[config.mk]
export PLATFORM = sky130hd
export DESIGN_NAME = eep_lsu
export DESIGN_NICKNAME = d
export VERILOG_FILES = /design/src/rtl/eep_lsu.sv
export SDC_FILE = /design/constraint.sdc
export NUM_CORES = 1
export LEC_CHECK = 0
export CORE_ASPECT_RATIO = 1.5
export CORE_UTILIZATION = 46
export DETAILED_ROUTE_END_ITERATION = 16
export GPL_TIMING_DRIVEN = 0
export MAX_ROUTING_LAYER = met4
export PLACE_DENSITY_LB_ADDON = 0.3
export SYNTH_ARGS = -nofsm -noshare
export SYNTH_HDL_FRONTEND = slang
export SYNTH_SLANG_ARGS = --single-unit
[constraint.sdc]
create_clock -name clk -period 3.7 [get_ports clk]
set_clock_uncertainty 0.1 [all_clocks]
set_input_delay 0.74 -clock clk [delete_from_list [all_inputs] [get_ports clk]]
set_output_delay 0.74 -clock clk [all_outputs]
set_load 0.005 [all_outputs]
[src/rtl/eep_lsu.sv]
// Load/store initiator for the eep data path: one request at a time, drives the
// dram ports and writes load results back through the regfile write port.
module eep_lsu #(
  parameter  int REG_DEPTH      = 8,
  parameter  int REG_WIDTH      = 16,
  parameter  int RD_LAT         = 1,
  localparam int REG_ADDR_WIDTH = $clog2(REG_DEPTH)
) (
  input  logic                      clk,
  input  logic                      rst_n,
  input  logic                      req_valid,
  output logic                      req_ready,
  input  logic                      req_store,
  input  logic [REG_WIDTH-1:0]      req_addr,
  input  logic [REG_WIDTH-1:0]      req_wdata,
  input  logic [REG_ADDR_WIDTH-1:0] req_rd,
  output logic                      dram_we,
  output logic [REG_WIDTH-1:0]      dram_wt_ad,
  output logic [REG_WIDTH-1:0]      dram_in,
  output logic [REG_WIDTH-1:0]      dram_rd_ad,
  input  logic [REG_WIDTH-1:0]      dram_out,
  output logic                      rf_wen,
  output logic [REG_ADDR_WIDTH-1:0] rf_ad,
  output logic [REG_WIDTH-1:0]      rf_din,
  output logic                      ld_done
);

  generate
    if (RD_LAT < 1 || RD_LAT > 4) begin : g_bad_rd_lat
      $fatal(1, "eep_lsu: RD_LAT must be in 1..4");
    end
  endgenerate

  typedef enum logic [1:0] {
    ST_IDLE      = 2'd0,
    ST_STORE     = 2'd1,
    ST_LOAD_WAIT = 2'd2,
    ST_WB        = 2'd3
  } state_t;

  state_t                    state_r;
  state_t                    state_s;
  logic [2:0]                cnt_r;
  logic [2:0]                cnt_s;
  logic [REG_ADDR_WIDTH-1:0] rd_r;
  logic [REG_ADDR_WIDTH-1:0] rd_s;
  logic                      accept_s;
  logic                      dram_we_s;
  logic [REG_WIDTH-1:0]      dram_wt_ad_s;
  logic [REG_WIDTH-1:0]      dram_in_s;
  logic [REG_WIDTH-1:0]      dram_rd_ad_s;
  logic                      rf_wen_s;
  logic [REG_ADDR_WIDTH-1:0] rf_ad_s;
  logic [REG_WIDTH-1:0]      rf_din_s;
  logic                      ld_done_s;

  // Ready is gated by reset so nothing can be accepted while rst_n is low.
  assign req_ready = rst_n && ((state_r == ST_IDLE) || (state_r == ST_STORE));
  assign accept_s  = req_valid && req_ready;

  // Next-state and next-output decode; all outputs are registered below.
  always_comb begin
    state_s      = state_r;
    cnt_s        = cnt_r;
    rd_s         = rd_r;
    dram_we_s    = 1'b0;
    dram_wt_ad_s = dram_wt_ad;
    dram_in_s    = dram_in;
    dram_rd_ad_s = dram_rd_ad;
    rf_wen_s     = 1'b0;
    rf_ad_s      = rf_ad;
    rf_din_s     = rf_din;
    ld_done_s    = 1'b0;
    case (state_r)
      ST_IDLE, ST_STORE: begin
        if (accept_s) begin
          if (req_store) begin
            state_s      = ST_STORE;
            dram_we_s    = 1'b1;
            dram_wt_ad_s = req_addr;
            dram_in_s    = req_wdata;
          end else begin
            state_s      = ST_LOAD_WAIT;
            cnt_s        = 3'(RD_LAT);
            dram_rd_ad_s = req_addr;
            rd_s         = req_rd;
          end
        end else begin
          state_s = ST_IDLE;
        end
      end
      ST_LOAD_WAIT: begin
        cnt_s = cnt_r - 3'd1;
        // Last wait cycle: dram_out is valid now and lands directly in rf_din.
        if (cnt_r == 3'd1) begin
          state_s   = ST_WB;
          rf_wen_s  = 1'b1;
          rf_ad_s   = rd_r;
          rf_din_s  = dram_out;
          ld_done_s = 1'b1;
        end else begin
          state_s = ST_LOAD_WAIT;
        end
      end
      ST_WB: begin
        state_s = ST_IDLE;
      end
      default: begin
        state_s = ST_IDLE;
      end
    endcase
  end

  // State and output registers with synchronous active-low reset.
  always_ff @(posedge clk) begin
    if (!rst_n) begin
      state_r    <= ST_IDLE;
      cnt_r      <= 3'd0;
      rd_r       <= '0;
      dram_we    <= 1'b0;
      dram_wt_ad <= '0;
      dram_in    <= '0;
      dram_rd_ad <= '0;
      rf_wen     <= 1'b0;
      rf_ad      <= '0;
      rf_din     <= '0;
      ld_done    <= 1'b0;
    end else begin
      state_r    <= state_s;
      cnt_r      <= cnt_s;
      rd_r       <= rd_s;
      dram_we    <= dram_we_s;
      dram_wt_ad <= dram_wt_ad_s;
      dram_in    <= dram_in_s;
      dram_rd_ad <= dram_rd_ad_s;
      rf_wen     <= rf_wen_s;
      rf_ad      <= rf_ad_s;
      rf_din     <= rf_din_s;
      ld_done    <= ld_done_s;
    end
  end

endmodule
==> results.yml <==
outcome:
  outcome: "completed"
layout:
  nNetsFinal: 526
  syn_to_final_growth_pct: 51.55
  num_antenna_cells: 0
  layout_commonest_cell: "clkdlybuf4s50_1"
  utilization_pct: 73.58
  drive_gt1_share_pct: 19.62
  final_cell_mix: "124 x clkdlybuf4s50_1, 117 x nand2_1, 77 x dfxtp_1"
  fillCellCount: 506
timing:
  grt_setup_unrepaired: "no"
  whs_ps: 353.4
  hold_viol_final: 0
  min_period_over_period_pct: 74.47
  finalSetupTns_ps: 0
  min_period_ps: 2755
  slew_headroom_pct: 66.79
  fmax_mhz: 362.9
  worst_slack_ps: 944.8
  slew_viol_final: 0
  tightest_slew_ps: 498.2
  setup_viol: 0
die:
  die_width_um: 68.15
  dieArea_sq_um: 6898
  coreArea_sq_um: 6218
  initial_core_util_pct: 48.55
  core.rowCount: 35
  die_h_um: 101.2
  ios: 126
clock_network:
  cts_tree: "done"
  ctsResizeCount: 0
  cts.clk_slew.worst_paths_ps: 80
  ctsHoldBuffers: 0
  post-cts-setup-buffers: 0
  insertion_delay_ps: 340
  cts_buffers: 9
  cts.sinks: 77
  root_buffer: "clkbuf_8"
  clock_path_buffers: 2
  htree_levels: 3
grt:
  grt_usage_pct: 23.16
  grt_pass1_wl_um: 11590
  grt_max_degree: 15
  grt_pass1_vias: 2565
  antenna_found_initial: 0
  grt_overflow_total: 0
setup_path:
  crit_buf_inv: 4
  crit_arrival_ps: 1920
  critPathKind: "in2out"
  r2r_end: "rf_din[13]$_SDFFE_PN0P_"
  cp-end-kind: "output port"
  crit_end: "req_ready"
  cp-start-kind: "primary input"
  reg2reg_depth: 6
  cp_max_fo: 10
  cp_data_required_time_ps: 2860
  reg2reg_slack_ps: 2250
  crit_slowest_cell: "clkdlybuf4s50_1"
  rr_startpoint: "cnt_r[1]$_SDFFE_PN0P_"
  worstPathCellList: "buf_4 > inv_2 > clkbuf_1 > nor2_1 > clkdlybuf4s50_1"
  cpPeakStageDelay_ps: 460
  cp_top_family: "buffers and inverters"
  cp-startpoint: "rst_n"
  cp.depth: 5
synthesis:
  ys_seq_elements: 77
  syn_inst: 334
  syn_nets: 391
  ys_warn_count: 0
  syn_area_per_cell_sq_um: 9.039
  synth_cell_type_count: 29
  synth_area_sq_um: 3019
  yosysSeqAreaShare_pct: 51.06
route:
  drc: 0
  first_pass_iters: 4
  detail_route.vias_per_cell: 4.843
  routed_wl_um: 7335
  drt-initial-drc-count: 77
  wl_per_cell_um: 13.39
  vias: 2654
  ant_nets: 0
min_path:
  hold_class: "reg2reg"
placed_design:
  gp_congestion: 0.7741
  dp_hpwl_um: 5556
  io_buffers: 124
  place_ws_ps: 951.7
power:
  power.density_nw_per_um2: 397.1
  power_mw: 1.817
  ir_drop_mv: 0.2385
  p_leak_nw: 1.688
flow_run:
  cap_violations: 0
==> stage by stage <==
step | std cells | instance area (sq um)
6_report | 548 | 4576
5_1_grt | 548 | 4576
4_1_cts | 548 | 4576
3_5_place_dp | 532 | 4353
2_1_floorplan | 334 | 3019
3_3_place_gp | 532 | 4353
==> how the worst min path moves through the flow <==
stage | startpoint | endpoint | slack [ps] | cells after the start
after floorplan | rd_r[0]$_SDFFE_PN0P_ | rd_r[0]$_SDFFE_PN0P_ | 330 | 2
after global placement | dram_rd_ad[6]$_SDFFE_PN0P_ | dram_rd_ad[6]$_SDFFE_PN0P_ | 340 | 2
after detailed placement | rd_r[1]$_SDFFE_PN0P_ | rd_r[1]$_SDFFE_PN0P_ | 340 | 2
after CTS | rd_r[1]$_SDFFE_PN0P_ | rd_r[1]$_SDFFE_PN0P_ | 350 | 2
after global routing | rf_din[4]$_SDFFE_PN0P_ | rf_din[4]$_SDFFE_PN0P_ | 370 | 2
final | rf_din[0]$_SDFFE_PN0P_ | rf_din[0]$_SDFFE_PN0P_ | 350 | 2
==> worst register-to-register path, cell delays in order, from the launching register on <==
cell	delay (ps)
dfxtp_1	310
inv_1	70
ha_1	190
nand4bb_1	110
clkbuf_1	350
nand2_1	100
a21oi_1	160
==> power by group <==
| part | switching (mW) | internal (mW) |
|---|---|---|
| Sequential | 0.0199 | 0.864 |
| Combinational | 0.0930 | 0.143 |
| Clock | 0.314 | 0.383 |
==> cells by family after synthesis <==
logic type,after synthesis,synth area share (%)
DFF,77,51.06
and+or+nand+nor,154,23.37
AOI/OAI and AO/OA,72,16.54
buffers and inverters,28,7.915
xor gates and xnor gates,1,0.2901
adders and majority gates,2,0.8287
==> sequential cells by signal, indices dropped and copies added (netlist names) <==
name / flops
rf_din: 16
dram_rd_ad: 16
dram_we: 1
rd_r: 3
dram_in: 16
state_r: 2
ld_done: 1
rf_ad: 3
cnt_r: 3
dram_wt_ad: 16
==> cell type report <==
type,instances,area (sq um),share of cell area [%]
Buffer,25,227.7,4.977
Clock buffer,9,123.9,2.707
Clock inverter,7,98.84,2.160
Inverter,3,11.26,0.2461
Multi-Input combinational cell,229,1239,27.07
Sequential cell,77,1541,33.69
Tap cell,74,92.59,2.024
Timing Repair Buffer,124,1241,27.13
==> Yosys cell counts <==
library cell  count  area (sq um)
inv_1             2         7.510
o41ai_2           1         16.27
o21ai_1          19         95.09
buf_12            4         80.08
and4b_4           1         13.76
buf_2             1         5.000
a21oi_1          19         95.09
buf_4             5         37.54
nand3b_1          2         15.01
ha_1              2         25.02
buf_6             4         45.04
buf_8             1         15.01
nand4bb_1         1         11.26
clkbuf_1          8         30.03
nor3_2            1         10.01
and4bb_1          2         25.02
clkbuf_4          2         15.01
nor3_1            1         5.000
or2_1             1         6.260
o21ai_2          32         280.3
xor2_1            1         8.760
nand2_4           3         33.78
nand2_2          20         125.1
nor2b_1           1         6.260
inv_2             1         3.750
nand2_1         117         439.2
nor2_1            4         15.01
a211oi_2          1         12.51
dfxtp_1          77          1541
==> per-layer routing <==
metal	part of all wire (%)	GRT usage, %	vias to the layer above	wire length, um
met5	0	-	-	0
met4	1.0	9.615	0	77
met3	6.2	5.856	7	456
met2	54	40.35	86	3939
met1	39	23.89	1208	2862
li1	-	-	1353	-
Power figures use the tool's default switching activity.
